`src/rtl/mul_pkg.sv`:
```
// Shared opcodes, FSM state encoding and default widths for the sequential multiplier.
// Imported by the controller and the partial-product slice.
package mul_pkg;
   localparam int MUL_XLEN = 32;
   localparam int MUL_BPC  = 4;

   localparam logic [1:0] MUL_OP_MUL    = 2'b00;
   localparam logic [1:0] MUL_OP_MULH   = 2'b01;
   localparam logic [1:0] MUL_OP_MULHSU = 2'b10;
   localparam logic [1:0] MUL_OP_MULHU  = 2'b11;

   typedef enum logic [1:0] {
      ST_IDLE = 2'd0,
      ST_CALC = 2'd1,
      ST_FIX  = 2'd2,
      ST_DONE = 2'd3
   } mul_state_e;
endpackage

```
`src/rtl/mul_pp_slice.sv`:
```
// Combinational radix-2^BPC step: running high word plus |a| times one BPC-bit multiplier digit.
// The sum cannot overflow XLEN+BPC bits since both terms are bounded by the operand widths.
module mul_pp_slice
   import mul_pkg::*;
#(
   parameter int XLEN = MUL_XLEN,
   parameter int BPC  = MUL_BPC
) (
   input  logic [XLEN-1:0]     acc_hi_i,
   input  logic [XLEN-1:0]     a_mag_i,
   input  logic [BPC-1:0]      b_dig_i,
   output logic [XLEN+BPC-1:0] sum_o
);
   logic [XLEN+BPC-1:0] a_ext;
   logic [XLEN+BPC-1:0] b_ext;
   logic [XLEN+BPC-1:0] hi_ext;

   assign a_ext  = {{BPC{1'b0}}, a_mag_i};
   assign b_ext  = {{XLEN{1'b0}}, b_dig_i};
   assign hi_ext = {{BPC{1'b0}}, acc_hi_i};
   assign sum_o  = hi_ext + (a_ext * b_ext);
endmodule

```
`src/rtl/mul_seq_ctrl.sv`:
```
// RV32M multiply sequencer: magnitude shift-add over XLEN/BPC cycles, then sign fix; result after XLEN/BPC+1 cycles.
// Result is held in DONE until resp_ready; a new request is only taken in IDLE or on the DONE handshake.
module mul_seq_ctrl
   import mul_pkg::*;
#(
   parameter int XLEN = MUL_XLEN,
   parameter int BPC  = MUL_BPC
) (
   input  logic            CLK,
   input  logic            RST,
   input  logic            req_valid,
   output logic            req_ready,
   input  logic [1:0]      op,
   input  logic [XLEN-1:0] in_a,
   input  logic [XLEN-1:0] in_b,
   input  logic [4:0]      tag_in,
   input  logic            kill,
   output logic            resp_valid,
   input  logic            resp_ready,
   output logic [XLEN-1:0] res,
   output logic [4:0]      tag_out,
   output logic            busy
);
   localparam int STEPS = XLEN / BPC;
   localparam int CW    = (STEPS > 1) ? $clog2(STEPS) : 1;

   mul_state_e        state_q, state_d;
   logic [CW-1:0]     count_q, count_d;
   logic [2*XLEN-1:0] p_q, p_d;
   logic [XLEN-1:0]   a_mag_q, a_mag_d;
   logic [1:0]        op_q, op_d;
   logic [4:0]        tag_q, tag_d;
   logic              neg_q, neg_d;
   logic [XLEN-1:0]   res_q, res_d;
   logic              resp_valid_q;
   logic              busy_q;

   logic                accept;
   logic                neg_a;
   logic                neg_b;
   logic [XLEN-1:0]     b_mag;
   logic [XLEN+BPC-1:0] pp_sum;
   logic [2*XLEN-1:0]   p_fix;

   assign req_ready = !RST && !kill &&
                      ((state_q == ST_IDLE) || ((state_q == ST_DONE) && resp_ready));
   assign accept    = req_valid && req_ready;

   // MUL only needs the low word, which is identical for signed and unsigned operands.
   assign neg_a = in_a[XLEN-1] && ((op == MUL_OP_MULH) || (op == MUL_OP_MULHSU));
   assign neg_b = in_b[XLEN-1] && (op == MUL_OP_MULH);
   assign b_mag = neg_b ? -in_b : in_b;
   assign p_fix = neg_q ? -p_q : p_q;

   mul_pp_slice #(.XLEN(XLEN), .BPC(BPC)) u_pp (
      .acc_hi_i (p_q[2*XLEN-1:XLEN]),
      .a_mag_i  (a_mag_q),
      .b_dig_i  (p_q[BPC-1:0]),
      .sum_o    (pp_sum)
   );

   always_comb begin
      state_d = state_q;
      count_d = count_q;
      p_d     = p_q;
      a_mag_d = a_mag_q;
      op_d    = op_q;
      tag_d   = tag_q;
      neg_d   = neg_q;
      res_d   = res_q;

      case (state_q)
         ST_IDLE: ;
         ST_CALC: begin
            // Zero operand short-circuits straight to a zero result on the first CALC cycle.
            if ((count_q == '0) && ((a_mag_q == '0) || (p_q[XLEN-1:0] == '0))) begin
               p_d     = '0;
               res_d   = '0;
               state_d = ST_DONE;
            end else begin
               p_d     = {pp_sum, p_q[XLEN-1:BPC]};
               count_d = count_q + CW'(1);
               if (count_q == CW'(STEPS - 1))
                  state_d = ST_FIX;
            end
         end
         ST_FIX: begin
            p_d     = p_fix;
            res_d   = (op_q == MUL_OP_MUL) ? p_fix[XLEN-1:0] : p_fix[2*XLEN-1:XLEN];
            state_d = ST_DONE;
         end
         ST_DONE: begin
            if (resp_ready)
               state_d = ST_IDLE;
         end
      endcase

      if (accept) begin
         state_d = ST_CALC;
         count_d = '0;
         op_d    = op;
         tag_d   = tag_in;
         neg_d   = neg_a ^ neg_b;
         a_mag_d = neg_a ? -in_a : in_a;
         p_d     = {{XLEN{1'b0}}, b_mag};
      end

      if (kill)
         state_d = ST_IDLE;
   end

   always_ff @(posedge CLK or posedge RST) begin
      if (RST) begin
         state_q      <= ST_IDLE;
         count_q      <= '0;
         p_q          <= '0;
         a_mag_q      <= '0;
         op_q         <= MUL_OP_MUL;
         tag_q        <= '0;
         neg_q        <= 1'b0;
         res_q        <= '0;
         resp_valid_q <= 1'b0;
         busy_q       <= 1'b0;
      end else begin
         state_q      <= state_d;
         count_q      <= count_d;
         p_q          <= p_d;
         a_mag_q      <= a_mag_d;
         op_q         <= op_d;
         tag_q        <= tag_d;
         neg_q        <= neg_d;
         res_q        <= res_d;
         resp_valid_q <= (state_d == ST_DONE);
         busy_q       <= (state_d != ST_IDLE);
      end
   end

   assign resp_valid = resp_valid_q;
   assign busy       = busy_q;
   assign res        = res_q;
   assign tag_out    = tag_q;
endmodule

```
`config.mk`:
```
export PLATFORM = sky130hd
export DESIGN_NAME = mul_seq_ctrl
export DESIGN_NICKNAME = d
export VERILOG_FILES = /design/src/rtl/mul_pkg.sv /design/src/rtl/mul_pp_slice.sv /design/src/rtl/mul_seq_ctrl.sv
export SDC_FILE = /design/constraint.sdc
export NUM_CORES = 1
export LEC_CHECK = 0
export CAP_MARGIN = 20
export CORE_UTILIZATION = 28
export CTS_BUF_LIST = sky130_fd_sc_hd__clkbuf_2 sky130_fd_sc_hd__clkbuf_4 sky130_fd_sc_hd__clkbuf_8
export DETAILED_ROUTE_END_ITERATION = 10
export GPL_TIMING_DRIVEN = 0
export PLACE_DENSITY = 0.47
export SYNTH_ARGS = -nofsm -noshare
export SYNTH_HDL_FRONTEND = slang
export SYNTH_HIERARCHICAL = 1
export SYNTH_SLANG_ARGS = --single-unit
```
`constraint.sdc`:
```
create_clock -name CLK -period 5.45 [get_ports CLK]
set_input_delay 0.8175 -clock CLK [delete_from_list [all_inputs] [get_ports CLK]]
set_output_delay 0.8175 -clock CLK [all_outputs]
set_load 0.02 [all_outputs]
```
# Yosys cells after proc, flatten, opt, wreduce, memory -nomap -nowiden
# Cells that the tools add are included.
[totals]
register_bits = 143
input_bits = 76
output_inout_bits = 40
word_cells = 67
[op_classes]
addsub = 5
n_mul = 1
eq_ne = 9
n_mux = 18
bitwise_logic = 1
n_reduce_logical = 23
[ops]
columns = ["cell", "count"]
rows = [
  ["$mux 64", 3],
  ["$mux 32", 4],
  ["$pmux 64 s2", 1],
  ["$logic_not 32->1", 2],
  ["$neg 32->32", 2],
  ["$neg 64->64", 1],
  ["$pmux 32 s2", 1],
  ["$add 32x36->36", 1],
  ["$mul 32x4->36", 1],
  ["$mux 2", 5],
  ["$mux 3", 3],
  ["$eq 2x2->1 const B", 4],
  ["$logic_and 1x1->1", 7],
  ["$pmux 2 s3", 1],
  ["$reduce_bool 2->1", 3],
  ["$eq 2x1->1 const B", 2],
  ["$logic_not 2->1", 2],
  ["$ne 2x2->1 const B", 2],
  ["$reduce_and 2->1", 2],
  ["$add 3x1->3 const B", 1],
  ["$eq 3x3->1 const B", 1],
  ["$logic_not 3->1", 1],
  ["$logic_or 1x1->1", 3],
  ["$reduce_bool 3->1", 1],
  ["2 further kinds", 3],
]

# Logic depth before layout (Yosys ltp)
[depth]
depth_word = 8
mapped_depth = 18
mapped_depth_nobuf = 17

# Modules after synthesis
# Netlist, hierarchy kept.
[by_module_without_submodules]
columns = ["module", "n_inst", "cells_each", "area_per_inst_um2"]
rows = [
  ["mul_seq_ctrl", 1, 1262, 10322.4],
  ["mul_pp_slice", 1, 637, 5112.4],
]

# Worst setup path after synthesis
# Ideal clock, no wire load.
[synth_path]
path_type = "register -> register"
from = "register p_q[2]"
to = "register p_q[51]"
t_arrival_ps = 4635
t_required_ps = 5314
setup_slack_ps = 679
path_stages_with_launch = 18
path_buffers = 1
synth_period_minus_slack_ps = 4771
cell_sequence = "dfrtp_1 clkbuf_1 and2_1 fa_1 fa_1 inv_1 fa_1 inv_1 ha_1 and3_2 a221oi_2 o22ai_2 a221o_2 a21oi_4 o21ai_0 xor2_1 a221oi_1 o21ai_0"
[synth_rtl]
columns = ["item", "line_no", "rtl"]
rows = [
  ["start, declared", "mul_seq_ctrl.sv:29", "logic [2*XLEN-1:0] p_q, p_d;"],
  ["start signal, assigned", "mul_seq_ctrl.sv:127", "p_q <= p_d;"],
  ["$mul 32x4->36", "mul_pp_slice.sv:21", "assign sum_o = hi_ext + (a_ext * b_ext);"],
  ["$add 32x36->36", "mul_pp_slice.sv:21", ""],
  ["via pp_sum[23]", "mul_seq_ctrl.sv:42", "logic [XLEN+BPC-1:0] pp_sum;"],
  ["$mux 64", "mul_seq_ctrl.sv:76", "if ((count_q == '0) && ((a_mag_q == '0) || (p_q[XLEN-1:0] == '0))) begin"],
  ["$pmux 64 s2", "mul_seq_ctrl.sv:72", "case (state_q)"],
  ["$mux 64", "mul_seq_ctrl.sv:98", "if (accept) begin"],
]
# The timed path passes the listed nets, and every way through them passes these cells.
# A chain may end at the register's enable or synchronous reset.

# Worst setup path in the final report
[layout_path]
from = "register p_q[3]"
to = "register p_q[51]"
# Same word-level chain as after synthesis.

==> results.cfg <==
[synthesis]
synthSimpleGateAreaFrac_pct = 22.00
syn_inst = 1899
syn_avg_cell_area_um2 = 8.128
ys_ff_latch = 143
muxShareOfSynthArea_pct = 0.9079
yosysTopAreaCellShare_pct = 23.18
synth_top_family_by_area = compound AO/OA/AOI/OAI gates
synthesis.nets = 2117
synth-async-reset-ratio_pct = 100.0
ys_warn_count = 6
synth_area_mm2 = 0.01543
synthTopCellsByArea = dfrtp_1 (23%), fa_1 (12%), and2_1 (5.3%)
yosysTopAreaCell = dfrtp_1
synth-main-ff-cell = dfrtp_1
synth_cell_types = 84
yosys.area_share.adder_pct = 15.94
synth_edf_count = 0
synth_compound_area_share_pct = 22.35
synth_xor_area_share_pct = 7.774
yosysSeqAreaShare_pct = 23.18

[timing]
finalMaxSlewViolations = 0
tightest_slew_ps = 1175
final.min_clock_period_ps = 5240
relSlewSlack_pct = 20.96
hold_viol_final = 0
period_share_pct = 96.15
finClkSkew_ps = 24.18
rsz0062_at_grt = true
finalSetupViolCount = 0
fmax_ghz = 0.1908

[global_routing]
grt_max_degree = 76
overflow = 0
antenna_found_initial = 1
grt_first_pass_wirelength_um = 96190
grt_pass1_vias = 14590
track_usage_pct = 22.95

[critical_path]
crit_path_end_kind = flop
cp_common_cell = fa_1
path_max_fanout = 10
start_kind = flop
crit_required_ps = 5840
cp.arrival_ps = 5630
cp_slowest_cell = fa_1
critPathMaxStageDelay_ps = 550
cp_cell_sequence = buf_4 -> and2_1 -> fa_1 -> fa_1 -> inv_1 -> fa_1 -> inv_1 -> ha_2 -> and3_2 -> a221oi_4 -> o22ai_2 -> a221o_2 -> a21oi_4 -> o21ai_0 -> xor2_1 -> a221oi_1 -> o21ai_0
path_class = reg2reg

[clock_network]
tritoncts = yes
numCtsBuffers = 17
clock_sinks = 143
cts_buffer_depth = 2
cts_root_buf = clkbuf_8
cts_hold_buf = 0
htree_num_levels = 4
cts.clk_slew.worst_paths_ps = 110
clk-insertion-delay-late_ps = 540

[power]
p_leak_uw = 0.007434
vdd_drop_max_mv = 0.3256
power_density_mw_per_mm2 = 671.6

[layout]
fin_cells = 2757
drive_above_1_share_pct = 5.345
final_net_count = 2263
syn2layout_area_growth_pct = 16.64
final_core_utilization_pct = 33.26

[routing]
drt_iter0_markers = 1405
drc_errors = 0
wl_per_cell_um = 23.38
drt-total-wl_um = 64450
drtAntennaViolNets = 0
vias = 15280
dr.pass1.iters = 6
viasPerCell = 5.542

[floorplan]
start_util_pct = 28.51
core_region_area_mm2 = 0.05413
pin_count = 116
core.rowCount = 85
dieHeight_um = 236.8
die_area_mm2 = 0.05607
die_w_um = 236.8

[place]
dpl.hpwl_um = 50910
port_buffers = 115
placed_cells = 2715
gp_congestion = 0.9508

[status]
status = finished, final reports clean

[hold_path]
hold_path.class = reg2reg

[run]
maxCapViolCount = 0
-- power by group --
| part | internal (µW) | switching (µW) | total [µW] |
|---|---|---|---|
| sequential | 1470 | 589 | 2060 |
| clock | 386 | 524 | 910 |
| combinational | 3500 | 5620 | 9120 |
| total | 5350 | 6740 | 12100 |
-- layout make-up --
class | count | area [µm²]
Clock inverter | 13 | 128.9
Clock buffer | 19 | 255.2
Multi-Input combinational cell | 1444 | 10670
Buffer | 119 | 506.7
Inverter | 193 | 732.0
Antenna cell | 3 | 7.507
Tap cell | 696 | 870.8
Fill cell | 5660 | 36130
Sequential cell | 143 | 3582
Timing Repair Buffer | 127 | 1251
-- what timing repair did --
action / CTS / global route
setup buffers: 2 / 4
pin swaps: 0 / 4
resized for setup: 11 / 18
endpoints found under the setup margin: 18 / 12
-- placed cells by master, fill, tap and decap left out, types with 91 or more instances in the layout --
| cell | Yosys | final |
|---|---|---|
| o21ai_0 | 125 | 125 |
| inv_1 | 191 | 190 |
| nand2_1 | 174 | 174 |
| fa_1 | 91 | 91 |
| a21oi_1 | 119 | 117 |
| and2_1 | 131 | 131 |
| clkbuf_1 | 99 | 91 |
| dfrtp_1 | 143 | 140 |
| clkdlybuf4s50_1 | 0 | 115 |
| xnor2_1 | 91 | 91 |
-- final timing paths --
| kind | slack [ps] | from | to | depth (start not counted) |
|---|---|---|---|---|
| worst max-delay path | 210 | p_q[3] | p_q[51] | 17 |
| worst min-delay path | 500 | tag_out[3] | tag_out[3] | 2 |
| worst max register to register | 210 | p_q[3] | p_q[51] | 17 |
| worst min register to register | 500 | tag_out[3] | tag_out[3] | 2 |
| max in group asynchronous | 3800 | RST | a_mag_q[24] | 3 |
| min in group asynchronous | 810 | RST | p_q[4] | 2 |
-- logic make-up (layout without fill, tap and decap cells) --
group | Yosys count | count (layout)
simple gates | 645 | 645
compound gates | 506 | 506
buf+inv | 312 | 471
flops | 143 | 143
fa+ha+maj | 142 | 142
xor+xnor | 137 | 137
mux | 14 | 14
other cells | 0 | 3
-- state kept, by name, indices dropped and copies added (netlist names) --
signal and count:
a_mag_q 32, tag_out 5, res 32, state_q 2, neg_q 1, count_q 3, p_q 64, resp_valid 1
op_q 2, busy 1
-- worst max-delay path, delay by kind of cell (launching register included) --
family                     cells  cell delay, ps
AOI/OAI and AO/OA              7            1710
adders and majority gates      4            1890
DFF                            1             530
xor gates and xnor gates       1             210
buffers and inverters          3             340
and+or+nand+nor                2             410
-- cell usage after synthesis, types with 6 or more instances --
library cell,number
o221ai_1,6
or3_1,37
nand2_1,174
a21oi_1,119
nor2_1,78
nor4_1,34
a221o_1,8
nor2b_1,7
nand3_1,38
a211o_1,8
o211ai_1,19
a22oi_1,18
o22ai_1,10
ha_1,51
a221oi_1,9
o31ai_1,31
nor3_1,55
or2_2,10
mux2i_1,14
o21ai_1,7
nand2b_1,9
dfrtp_1,143
fa_1,91
buf_1,10
a211oi_1,18
xnor2_1,91
and3_1,7
nand4_1,20
a21o_1,16
a31oi_1,22
o21ai_0,125
a41oi_1,9
or4_1,21
o41ai_1,16
inv_1,191
clkbuf_1,99
o21a_1,7
and2_1,131
xor2_1,46
-- metrics by stage --
step / setup WS (ps) / hold slack, ps / TNS [ps] / area, µm² / total power (µW)
after global placement: -1969 / 466.0 / -285090 / 17460 / 10960
after detailed placement: -494.1 / 466.2 / -3938 / 17510 / 10990
after CTS: 21.95 / 497.8 / 0 / 17940 / 12020
after floorplan: 678.6 / 460.9 / 0 / 15430 / 8195
after global routing: -27.49 / 516.7 / -27.49 / 18000 / 13180
final: 209.6 / 498.8 / 0 / 18000 / 12090
-- layer usage --
metal / GRT usage, % / wire, µm
met5: 0 / 0
met4: 7.281 / 1552
met2: 34.35 / 28510
met1: 33.24 / 29690
met3: 3.975 / 4697
(Power assumes the default switching activity.)
